**config.mk**
```make
export PLATFORM = sky130hd
export DESIGN_NAME = matrix_stream_arbiter
export DESIGN_NICKNAME = d
export VERILOG_FILES = /design/src/rtl/matrix_stream_pkg.sv /design/src/rtl/rr_select.sv /design/src/rtl/matrix_stream_arbiter.sv
export SDC_FILE = /design/constraint.sdc
export NUM_CORES = 1
export LEC_CHECK = 0
export ABC_AREA = 1
export CAP_MARGIN = 10
export CORE_AREA = 3 3 55 57
export CTS_CLUSTER_SIZE = 16
export DETAILED_ROUTE_END_ITERATION = 10
export DIE_AREA = 0 0 58 60
export DONT_BUFFER_PORTS = 1
export GPL_TIMING_DRIVEN = 0
export HOLD_SLACK_MARGIN = 0.08
export PLACE_DENSITY = 0.56
export SLEW_MARGIN = 5
export SYNTH_ARGS = -nofsm -noshare
export SYNTH_HDL_FRONTEND = slang
export SYNTH_SLANG_ARGS = --single-unit
```
**constraint.sdc**
```tcl
create_clock -name clk -period 4 [get_ports clk]
set_input_delay 0.6 -clock clk [delete_from_list [all_inputs] [get_ports clk]]
set_output_delay 0.6 -clock clk [all_outputs]
set_load 0.005 [all_outputs]
```
**src/rtl/matrix_stream_pkg.sv**
```systemverilog
// Shared types and constants for the matrix stream arbiter.
// Latency: n/a (declarations only).
// Backpressure: n/a.
package matrix_stream_pkg;

    // Arbiter FSM encoding: IDLE searches for a requester, LOCKED passes one packet.
    typedef enum logic {
        ST_IDLE   = 1'b0,
        ST_LOCKED = 1'b1
    } state_t;

    localparam int DATA_W_DEFAULT = 32;
    localparam int PKT_CNT_W      = 32;

endpackage

```
**src/rtl/rr_select.sv**
```systemverilog
// Rotate-priority picker: first asserted request at or after rr_ptr, wrapping mod NUM_SRC.
// Latency: purely combinational, zero cycles.
// Backpressure: none; a pure function of its inputs.
// Ports: req (request vector), rr_ptr (search start), found (any request), winner (index).
module rr_select
    import matrix_stream_pkg::*;
#(
    parameter int NUM_SRC = 2,
    parameter int SEL_W   = 3
) (
    input  logic [NUM_SRC-1:0] req,
    input  logic [SEL_W-1:0]   rr_ptr,
    output logic               found,
    output logic [SEL_W-1:0]   winner
);

    int base;
    int idx;

    always_comb begin
        found  = 1'b0;
        winner = '0;
        base   = int'(rr_ptr);
        idx    = 0;
        // Wrap is mod NUM_SRC, not mod 2**SEL_W; an out-of-range pointer restarts at 0.
        if (base >= NUM_SRC) begin
            base = 0;
        end
        for (int i = 0; i < NUM_SRC; i++) begin
            idx = base + i;
            if (idx >= NUM_SRC) begin
                idx = idx - NUM_SRC;
            end
            if (!found && req[idx]) begin
                found  = 1'b1;
                winner = SEL_W'(idx);
            end
        end
    end

endmodule

```
**src/rtl/matrix_stream_arbiter.sv**
```systemverilog
// Packet-locked round-robin arbiter sharing one AXI-Stream sink among NUM_SRC sources.
// Latency: 1 cycle to arbitrate, then zero-latency combinational pass-through per beat.
// Backpressure: m_tready routed only to the granted source; grant held until the TLAST handshake.
// Ports: clk/reset (sync, active-high); s_t* per-source stream in; m_t* stream out;
//        grant_id/busy expose the lock; pkt_count counts completed packets.
// Optional: define MATRIX_STREAM_ARBITER_PKT_CNT_EN to build the packet counter, else pkt_count=0.
module matrix_stream_arbiter
    import matrix_stream_pkg::*;
#(
    parameter int NUM_SRC = 2,
    parameter int DATA_W  = DATA_W_DEFAULT,
    parameter int SEL_W   = 3
) (
    input  logic                      clk,
    input  logic                      reset,
    input  logic [NUM_SRC-1:0]        s_tvalid,
    input  logic [NUM_SRC-1:0]        s_tlast,
    input  logic [NUM_SRC*DATA_W-1:0] s_tdata,
    output logic [NUM_SRC-1:0]        s_tready,
    output logic                      m_tvalid,
    output logic                      m_tlast,
    output logic [DATA_W-1:0]         m_tdata,
    input  logic                      m_tready,
    output logic [SEL_W-1:0]          grant_id,
    output logic                      busy,
    output logic [PKT_CNT_W-1:0]      pkt_count
);

    state_t           state_q, state_d;
    logic [SEL_W-1:0] grant_q, grant_d;
    logic [SEL_W-1:0] rr_ptr_q, rr_ptr_d;
    logic             sel_found;
    logic [SEL_W-1:0] sel_winner;
    logic             locked;
    logic             eop;

    rr_select #(
        .NUM_SRC (NUM_SRC),
        .SEL_W   (SEL_W)
    ) u_rr_select (
        .req    (s_tvalid),
        .rr_ptr (rr_ptr_q),
        .found  (sel_found),
        .winner (sel_winner)
    );

    assign locked = (state_q == ST_LOCKED);

    // Datapath mux. While idle the source-0 lane is presented so m_tdata/m_tlast
    // are never X, but m_tvalid and every s_tready stay low.
    always_comb begin
        m_tdata  = s_tdata[DATA_W-1:0];
        m_tlast  = s_tlast[0];
        m_tvalid = 1'b0;
        s_tready = '0;
        if (locked) begin
            for (int i = 0; i < NUM_SRC; i++) begin
                if (grant_q == SEL_W'(i)) begin
                    m_tdata     = s_tdata[i*DATA_W +: DATA_W];
                    m_tlast     = s_tlast[i];
                    m_tvalid    = s_tvalid[i];
                    s_tready[i] = m_tready;
                end
            end
        end
    end

    assign eop = m_tvalid & m_tready & m_tlast;

    always_comb begin
        state_d  = state_q;
        grant_d  = grant_q;
        rr_ptr_d = rr_ptr_q;
        case (state_q)
            ST_IDLE: begin
                if (sel_found) begin
                    state_d = ST_LOCKED;
                    grant_d = sel_winner;
                end
            end
            ST_LOCKED: begin
                // Unlocking on the TLAST edge forces one idle cycle before the next grant,
                // and moving the pointer past the finisher gives it lowest priority.
                if (eop) begin
                    state_d = ST_IDLE;
                    if (int'(grant_q) >= NUM_SRC - 1) begin
                        rr_ptr_d = '0;
                    end else begin
                        rr_ptr_d = grant_q + 1'b1;
                    end
                end
            end
            default: state_d = ST_IDLE;
        endcase
    end

    always_ff @(posedge clk) begin
        if (reset) begin
            state_q  <= ST_IDLE;
            grant_q  <= '0;
            rr_ptr_q <= '0;
        end else begin
            state_q  <= state_d;
            grant_q  <= grant_d;
            rr_ptr_q <= rr_ptr_d;
        end
    end

    assign busy     = locked;
    assign grant_id = grant_q;

`ifdef MATRIX_STREAM_ARBITER_PKT_CNT_EN
    logic [PKT_CNT_W-1:0] pkt_cnt_q, pkt_cnt_d;

    // Free-running count of completed packets; wraps naturally at 2**PKT_CNT_W.
    always_comb begin
        pkt_cnt_d = pkt_cnt_q;
        if (eop) begin
            pkt_cnt_d = pkt_cnt_q + 1'b1;
        end
    end

    always_ff @(posedge clk) begin
        if (reset) begin
            pkt_cnt_q <= '0;
        end else begin
            pkt_cnt_q <= pkt_cnt_d;
        end
    end

    assign pkt_count = pkt_cnt_q;
`else
    assign pkt_count = '0;
`endif

endmodule

```
==> results of run 1 <==
[synth_stat cells, types with 2 or more instances]
library cell,count
sky130_fd_sc_hd__nand2_1,106
sky130_fd_sc_hd__buf_4,33
sky130_fd_sc_hd__inv_1,14
sky130_fd_sc_hd__nor2_1,11
sky130_fd_sc_hd__dfxtp_1,7
sky130_fd_sc_hd__clkbuf_1,3
sky130_fd_sc_hd__ha_1,3
sky130_fd_sc_hd__nand2_2,3
sky130_fd_sc_hd__nor3_1,3
sky130_fd_sc_hd__a21oi_1,2
sky130_fd_sc_hd__buf_2,2
sky130_fd_sc_hd__nand3_1,2
sky130_fd_sc_hd__nand3_4,2
sky130_fd_sc_hd__nand4_1,2
[stage by stage]
| step | utilization | setup WS, ps | instance area, µm² | instances | power (mW) |
|---|---|---|---|---|---|
| finish | 0.4985 | 1704 | 1257 | 264 | 0.2307 |
| global route | 0.4985 | 1545 | 1257 | 264 | 0.2510 |
| CTS | 0.4985 | 1689 | 1257 | 264 | 0.2308 |
| detailed placement | 0.4881 | 1970 | 1231 | 260 | 0.1661 |
| global placement | 0.4881 | 2000 | 1231 | 260 | 0.1664 |
| floorplan | - | 2195 | 1194 | 230 | 0.1560 |
[where the power goes]
group	switching (mW)	internal, mW
Sequential	0.00223	0.0726
Combinational	0.0514	0.0407
Clock	0.0258	0.0380
Total	0.0794	0.151
[kinds of logic (layout without fill, tap and decap cells)]
family                   count (synthesis)  after routing  share of synthesized area
AND/OR/NAND/NOR                        130            130                     0.4983
AO/OA/AOI/OAI                            4              4                    0.02090
flip-flops                               7              7                     0.1301
buffers and inverters                   54             58                     0.3124
other                                    1             32                   0.003481
adder cells (fa/ha/maj)                  3              3                    0.03485
[worst max-delay path, delay by kind of cell (launching register included)]
family                   cells  cell delay, ps
buffers and inverters        2             460
adder cells (fa/ha/maj)      1             250
AND/OR/NAND/NOR              3             350
flip-flops                   1             370
[worst paths after layout]
check	to	startpoint	slack, ps	cells after the start
worst max-delay path	m_tdata[24]	grant_id[1]$_SDFFE_PP0P_	1700	6
worst min-delay path	grant_id[0]$_SDFFE_PP0P_	reset	410	1
worst max register to register	rr_ptr_q[1]$_SDFFE_PP0P_	grant_id[1]$_SDFFE_PP0P_	2560	8
worst min register to register	rr_ptr_q[2]$_SDFFE_PP0P_	rr_ptr_q[2]$_SDFFE_PP0P_	510	4
[flip-flops by register name, summed over array words and instances, names as in the netlist]
register and flops:
rr_ptr_q 3, grant_id 3, busy 1
[per-layer routing]
metal / global-route usage / vias up / wire (µm)
met5: 0 / - / 0
met4: 0.03974 / 0 / 23
met3: 0.04104 / 3 / 341
met2: 0.3048 / 67 / 1791
met1: 0.1735 / 460 / 998
li1: - / 601 / -
[cell type report]
class                      instances  area, µm²
buffer                            39      280.3
clock buffer                       4      26.28
fill                             272       1265
inverter                          15      56.30
multi-input combinational        169      716.9
sequential                         7      140.1
tap                               30      37.54
==> impl_results.rst, run 1 <==
.. list-table::
   :header-rows: 1

   * - Metric
     - Value
   * - Die area
     - 3480 µm²
   * - VDD IR-drop max
     - 0.1556 mV
   * - Post-Syn Instances
     - 199
   * - Mean post-synth cell area
     - 5.413 µm²
   * - Number of synthesized register bits
     - 7
   * - Clock Skew
     - 0.1547 ps
   * - Period utilization
     - 0.5739
   * - Area of the placeable core
     - 2522 µm²
   * - Top-level port count
     - 143
   * - Count of buffers from port buffering
     - 0
   * - Wire length reported by the detailed router
     - 3155 µm
   * - Ant diodes
     - 0
   * - Starting density of the core
     - 0.4271
   * - Number of global-route vias before repair
     - 958
   * - X dimension of the die
     - 58 µm
   * - TritonRoute pass-1 iters
     - 4
   * - Count of hold-fix buffers inserted at cts
     - 0
   * - Cell with the largest stage delay on the worst path
     - sky130_fd_sc_hd__dfxtp_1
   * - CTS H-tree lvls
     - 1
   * - Count of cells resized by post-cts repair
     - 0
   * - Clock tree root driver cell
     - sky130_fd_sc_hd__clkbuf_4
   * - Delay of the slowest cell on the worst path
     - 370 ps
   * - Final hold violation count
     - 0
   * - Category of the worst setup path capture point
     - output port
   * - Post-Synthesis Cell Area
     - 1077 µm²
   * - Highest clock frequency the design can meet
     - 435.6 MHz
   * - Static leakage
     - 0.8095 nW
   * - Number of nets in the layout
     - 309
   * - Average wire per cell in the routed design
     - 11.95 µm
   * - Cell type with the highest occurrence count on the critical path
     - sky130_fd_sc_hd__nand2_1
   * - Number of distinct library cells after synthesis
     - 20
   * - Unrepaired setup endpoints after global routing
     - false
   * - Cell type with the largest total area after synthesis
     - sky130_fd_sc_hd__nand2_1
   * - Grt ovf
     - 0
   * - Post-CTS setup repair buffer count
     - 0
   * - Main flop type after synthesis
     - sky130_fd_sc_hd__dfxtp_1
   * - Fraction of post-synthesis cell area in the top cell type by area
     - 0.3693
   * - Starting DRC count in detailed routing
     - 53
   * - Type of element launching the critical path
     - flip-flop
   * - Overall fraction of global-route tracks in use
     - 0.1595
   * - Vertical die dimension
     - 60 µm
   * - CP Class
     - reg2out
   * - EDFF count, synth
     - 0
   * - Vias per inst
     - 4.284
   * - Max-cap violation count
     - 0
   * - Sink count of the clock tree
     - 7
   * - CTS Buf Count
     - 3
   * - Initial antenna violation count
     - 0
   * - Data arrival time of the critical path
     - 1700 ps
   * - Last weighted congestion value of the routability-driven placer
     - 0.7880
   * - Later-pin clock latency in the skew report
     - 250 ps
   * - Worst min-delay path category
     - in2reg
   * - Share of synthesized registers carrying an async set or reset
     - 0
   * - Final setup viols
     - 0
   * - Number of routed nets with antenna violations
     - 0
   * - Maximum number of pins on one net before global-route repair
     - 11
   * - Commonest non-fill, non-tap cell in the layout
     - sky130_fd_sc_hd__nand2_1
   * - Detailed placement HPWL
     - 2780 µm
   * - Total power density per cell area
     - 183.5 nW/µm²
   * - Final number of max-transition violations
     - 0
   * - CTS tree
     - yes
   * - Maximum fanout along the worst path
     - 10
   * - Remaining DRCs
     - 0
   * - Share of layout cells above drive strength 1
     - 0.1966
   * - Most frequent cells in the layout
     - 106 x sky130_fd_sc_hd__nand2_1, 33 x sky130_fd_sc_hd__buf_4, 32 x sky130_fd_sc_hd__conb_1, 14 x sky130_fd_sc_hd__inv_1, 11 x sky130_fd_sc_hd__nor2_1
   * - Maximum buffer depth of the clock tree
     - 2
   * - Synth top area cells
     - sky130_fd_sc_hd__nand2_1 37%, sky130_fd_sc_hd__buf_4 23%, sky130_fd_sc_hd__dfxtp_1 13%, sky130_fd_sc_hd__inv_1 4.9%, sky130_fd_sc_hd__nor2_1 3.8%
   * - Summed negative setup slack over all endpoints
     - 0 ps
   * - Wire length of the first global-routing pass
     - 4319 µm
   * - Result of the run
     - complete, no violations
   * - Sequential element share of the synthesized area
     - 0.1301
   * - Total via count in the routed design
     - 1131
   * - Worst slack on hold paths
     - 409.6 ps
   * - Clock period minus final worst setup slack
     - 2296 ps
   * - Worst-path cell chain
     - inv_1 -> ha_1 -> nand3_4 -> clkbuf_1 -> nand2_1 -> nand2_1
   * - Core Rows
     - 18
   * - Area delta synth->final
     - 16.73%
   * - Required time at the worst-slack endpoint
     - 3400 ps
   * - Count of warnings emitted by yosys
     - 0
   * - Post-CTS clock slew at the launch and capture registers of the worst setup and hold paths
     - 50 ps
Note: power is estimated with default switching activity, not from simulation.
==> run 2, diff against run 1 <==
--- a/config.mk
+++ b/config.mk
@@ -14,7 +14,7 @@
 export DONT_BUFFER_PORTS = 1
 export GPL_TIMING_DRIVEN = 0
 export HOLD_SLACK_MARGIN = 0.08
-export PLACE_DENSITY = 0.56
+export PLACE_DENSITY = 0.58
 export SLEW_MARGIN = 5
 export SYNTH_ARGS = -nofsm -noshare
 export SYNTH_HDL_FRONTEND = slang
==> constraint.sdc (replaced) <==
create_clock -name clk -period 2.05 [get_ports clk]
set_input_delay 0.3075 -clock clk [delete_from_list [all_inputs] [get_ports clk]]
set_output_delay 0.3075 -clock clk [all_outputs]
set_load 0.005 [all_outputs]
==> run 2 against run 1 <==
Net effect: via count up 1.5%; hold slack worse by 290 ps; die area unchanged; count of clock-buffer cells in the layout unchanged; critical endpoint is now m_tdata[22]; largest cell class unchanged; largest power group unchanged; highest routed layer unchanged.
==> impl_results.rst, run 2 (same netlist as run 1, synthesis figures left out) <==
.. list-table::
   :header-rows: 1

   * - Metric
     - Value
   * - Clock tree root driver cell
     - sky130_fd_sc_hd__clkbuf_4
   * - Fraction of power consumed by combinational cells
     - 0.403 (+0.004)
   * - Maximum buffer depth of the clock tree
     - 2 (unchanged)
   * - Commonest non-fill, non-tap cell in the layout
     - sky130_fd_sc_hd__nand2_1
   * - Clock Skew
     - 0.9337 ps (+0.7790 ps)
   * - Post-CTS clock slew at the launch and capture registers of the worst setup and hold paths
     - 50 ps (about the same)
   * - CP Class
     - reg2out
   * - Sink count of the clock tree
     - 7 (unchanged)
   * - Worst min-delay path category
     - in2reg
   * - Final instance count without filler cells
     - 264 (unchanged)
   * - Unrepaired setup endpoints after global routing
     - true
   * - VDD IR-drop max
     - 0.3370 mV (+120%)
   * - Top-level port count
     - 143 (unchanged)
   * - Post-CTS setup repair buffer count
     - 0 (unchanged)
   * - Static leakage
     - 0.8134 nW (+0.49%)
   * - CTS tree
     - yes
   * - Result of the run
     - complete, no violations
   * - Final setup viols
     - 0 (unchanged)
   * - Last weighted congestion value of the routability-driven placer
     - 0.8150 (+3.4%)
   * - Category of the worst setup path capture point
     - output port
   * - Detailed placement HPWL
     - 2851 µm (+2.6%)
   * - Period utilization
     - 0.9419
   * - Data arrival time of the critical path
     - 1620 ps (-80 ps)
   * - Highest clock frequency the design can meet
     - 517.9 MHz
   * - Vertical die dimension
     - 60 µm (unchanged)
   * - Ant diodes
     - 0 (unchanged)
   * - Total power density per cell area
     - 355.9 nW/µm² (+94%)
   * - Wire length of the first global-routing pass
     - 4119 µm (-4.6%)
   * - Cell-internal power
     - 0.2957 mW (+95%)
   * - Count of buffers from port buffering
     - 0 (unchanged)
   * - Grt ovf
     - 0 (unchanged)
   * - X dimension of the die
     - 58 µm (unchanged)
   * - Type of element launching the critical path
     - flip-flop
   * - Max-cap violation count
     - 0 (unchanged)
   * - Area of the placeable core
     - 2522 µm² (unchanged)
   * - Final hold violation count
     - 0 (unchanged)
   * - Area delta synth->final
     - 17.19%
   * - Fill cell count
     - 284 (+4.4%)
   * - Required time at the worst-slack endpoint
     - 1740 ps (-1660 ps)
   * - Average wire per cell in the routed design
     - 12.25 µm (+2.5%)
   * - Share of layout cells above drive strength 1
     - 0.2094 (+0.01282)
   * - CTS H-tree lvls
     - 1 (unchanged)
   * - Number of global-route vias before repair
     - 895 (-6.6%)
   * - Starting DRC count in detailed routing
     - 38 (-28%)
   * - Core Rows
     - 18 (unchanged)
   * - Post-Route Utilization
     - 0.5005 (+0.001984)
   * - Maximum number of pins on one net before global-route repair
     - 11 (unchanged)
   * - Placed instance count
     - 260 (unchanged)
   * - Starting density of the core
     - 0.4271 (unchanged)
   * - Clock period minus final worst setup slack
     - 1931 ps
   * - Wire length reported by the detailed router
     - 3233 µm (+2.5%)
   * - Most frequent cells in the layout
     - 106 x sky130_fd_sc_hd__nand2_1, 33 x sky130_fd_sc_hd__buf_4, 32 x sky130_fd_sc_hd__conb_1, 14 x sky130_fd_sc_hd__inv_1, 11 x sky130_fd_sc_hd__nor2_1
   * - Switching power summed over all nets
     - 0.1536 mW (+93%)
   * - Remaining DRCs
     - 0 (unchanged)
   * - Part of the total power dissipated in the clock network
     - 0.272 (-0.005)
   * - Switching power as a share of total power
     - 0.3419 (-0.002257)
   * - Vias per inst
     - 4.348 (+1.5%)
   * - Overall fraction of global-route tracks in use
     - 0.1526 (-0.006876)
   * - Later-pin clock latency in the skew report
     - 250 ps (about the same)
   * - Total via count in the routed design
     - 1148 (+1.5%)
   * - Final number of max-transition violations
     - 0 (unchanged)
   * - Number of routed nets with antenna violations
     - 0 (unchanged)
   * - Number of nets in the layout
     - 309 (unchanged)
   * - TritonRoute pass-1 iters
     - 5 (+1)
   * - Initial antenna violation count
     - 0 (unchanged)
   * - CTS Buf Count
     - 3 (unchanged)
   * - Proportion of power drawn by flip-flops and latches
     - 0.325 (about the same)
   * - Maximum fanout along the worst path
     - 10 (unchanged)
   * - Die area
     - 3480 µm² (unchanged)
-- run 2: routing by layer --
metal | track usage | wire length [µm]
met1 | 0.1449 | 1031
met2 | 0.3032 | 1805
met3 | 0.04536 | 360
met4 | 0.05960 | 36
met5 | 0 | 0
-- run 2: repair_timing --
item / in CTS / in global routing
hold buffers: 0 / 0
endpoints found under the setup margin: 0 / 29
gates resized for setup: 0 / 6
-- run 2: final timing paths --
check        slack [ps]  depth (start not counted)                     start                  endpoint
min reg2reg         520                          4  rr_ptr_q[1]$_SDFFE_PP0P_  rr_ptr_q[1]$_SDFFE_PP0P_
max reg2reg         630                          8  grant_id[1]$_SDFFE_PP0P_  rr_ptr_q[0]$_SDFFE_PP0P_
max                 120                          7  grant_id[1]$_SDFFE_PP0P_               m_tdata[22]
min                 120                          1                     reset           busy$_SDFF_PP0_
-- run 2: stage by stage --
stage	setup TNS [ps]	power, mW	setup slack [ps]	cell area, µm²	hold slack (ps)
floorplan	0	0.3044	537.3	1194	376.6
global placement	0	0.3245	337.9	1231	378.9
detailed placement	0	0.3250	309.9	1231	380.4
CTS	0	0.4510	30.14	1257	111.8
global route	-156.9	0.4858	-23.41	1262	106.1
finish	0	0.4493	119.0	1262	122.8
-- run 2: cell type report --
class                           count  area (µm²)  area share
Buffer                             39       282.8      0.2240
Clock buffer                        4       26.28     0.02081
Inverter                           15       56.30     0.04460
Multi-Input combinational cell    169       719.4      0.5699
Sequential cell                     7       140.1      0.1110
Tap cell                           30       37.54     0.02973
-- run 2: power by group through the flow --
| stage | Sequential, mW | Clock, mW | Combinational [mW] |
|---|---|---|---|
| 6_report | 0.146 | 0.122 | 0.181 |
| 5_1_grt | 0.147 | 0.134 | 0.205 |
| 4_1_cts | 0.146 | 0.129 | 0.176 |
| 3_5_place_dp | 0.149 | 0 | 0.176 |
| 3_3_place_gp | 0.149 | 0 | 0.176 |
| 2_1_floorplan | 0.148 | 0 | 0.157 |
-- run 2: worst max-delay path, stage by stage, from the launching register on --
cell	delay, ps
sky130_fd_sc_hd__dfxtp_1	330
sky130_fd_sc_hd__inv_1	120
sky130_fd_sc_hd__ha_2	250
sky130_fd_sc_hd__nand3_4	130
sky130_fd_sc_hd__inv_1	150
sky130_fd_sc_hd__buf_2	220
sky130_fd_sc_hd__nand2_1	80
sky130_fd_sc_hd__nand2_1	80
==> run 3, diff against run 2 <==
--- a/config.mk
+++ b/config.mk
@@ -12,9 +12,10 @@
 export DETAILED_ROUTE_END_ITERATION = 10
 export DIE_AREA = 0 0 58 60
 export DONT_BUFFER_PORTS = 1
+export GPL_ROUTABILITY_DRIVEN = 0
 export GPL_TIMING_DRIVEN = 0
 export HOLD_SLACK_MARGIN = 0.08
-export PLACE_DENSITY = 0.58
+export PLACE_DENSITY = 0.56
 export SLEW_MARGIN = 5
 export SYNTH_ARGS = -nofsm -noshare
 export SYNTH_HDL_FRONTEND = slang
==> constraint.sdc (replaced) <==
create_clock -name clk -period 2.4 [get_ports clk]
set_input_delay 0.36 -clock clk [delete_from_list [all_inputs] [get_ports clk]]
set_output_delay 0.36 -clock clk [all_outputs]
set_load 0.005 [all_outputs]
==> results of run 3 <==
Same layout as run 1 (identical final DEF). Status: complete, no violations.
Among the figures that moved: setup slack after placement 1970 ps -> 609.8 ps; setup slack after layout 1704 ps -> 344.4 ps; hold slack 409.6 ps -> 169.6 ps; register-to-register setup slack 2560 ps -> 960 ps; total power 0.2307 mW -> 0.3845 mW; worst IR drop on VDD 0.1556 mV -> 0.2593 mV
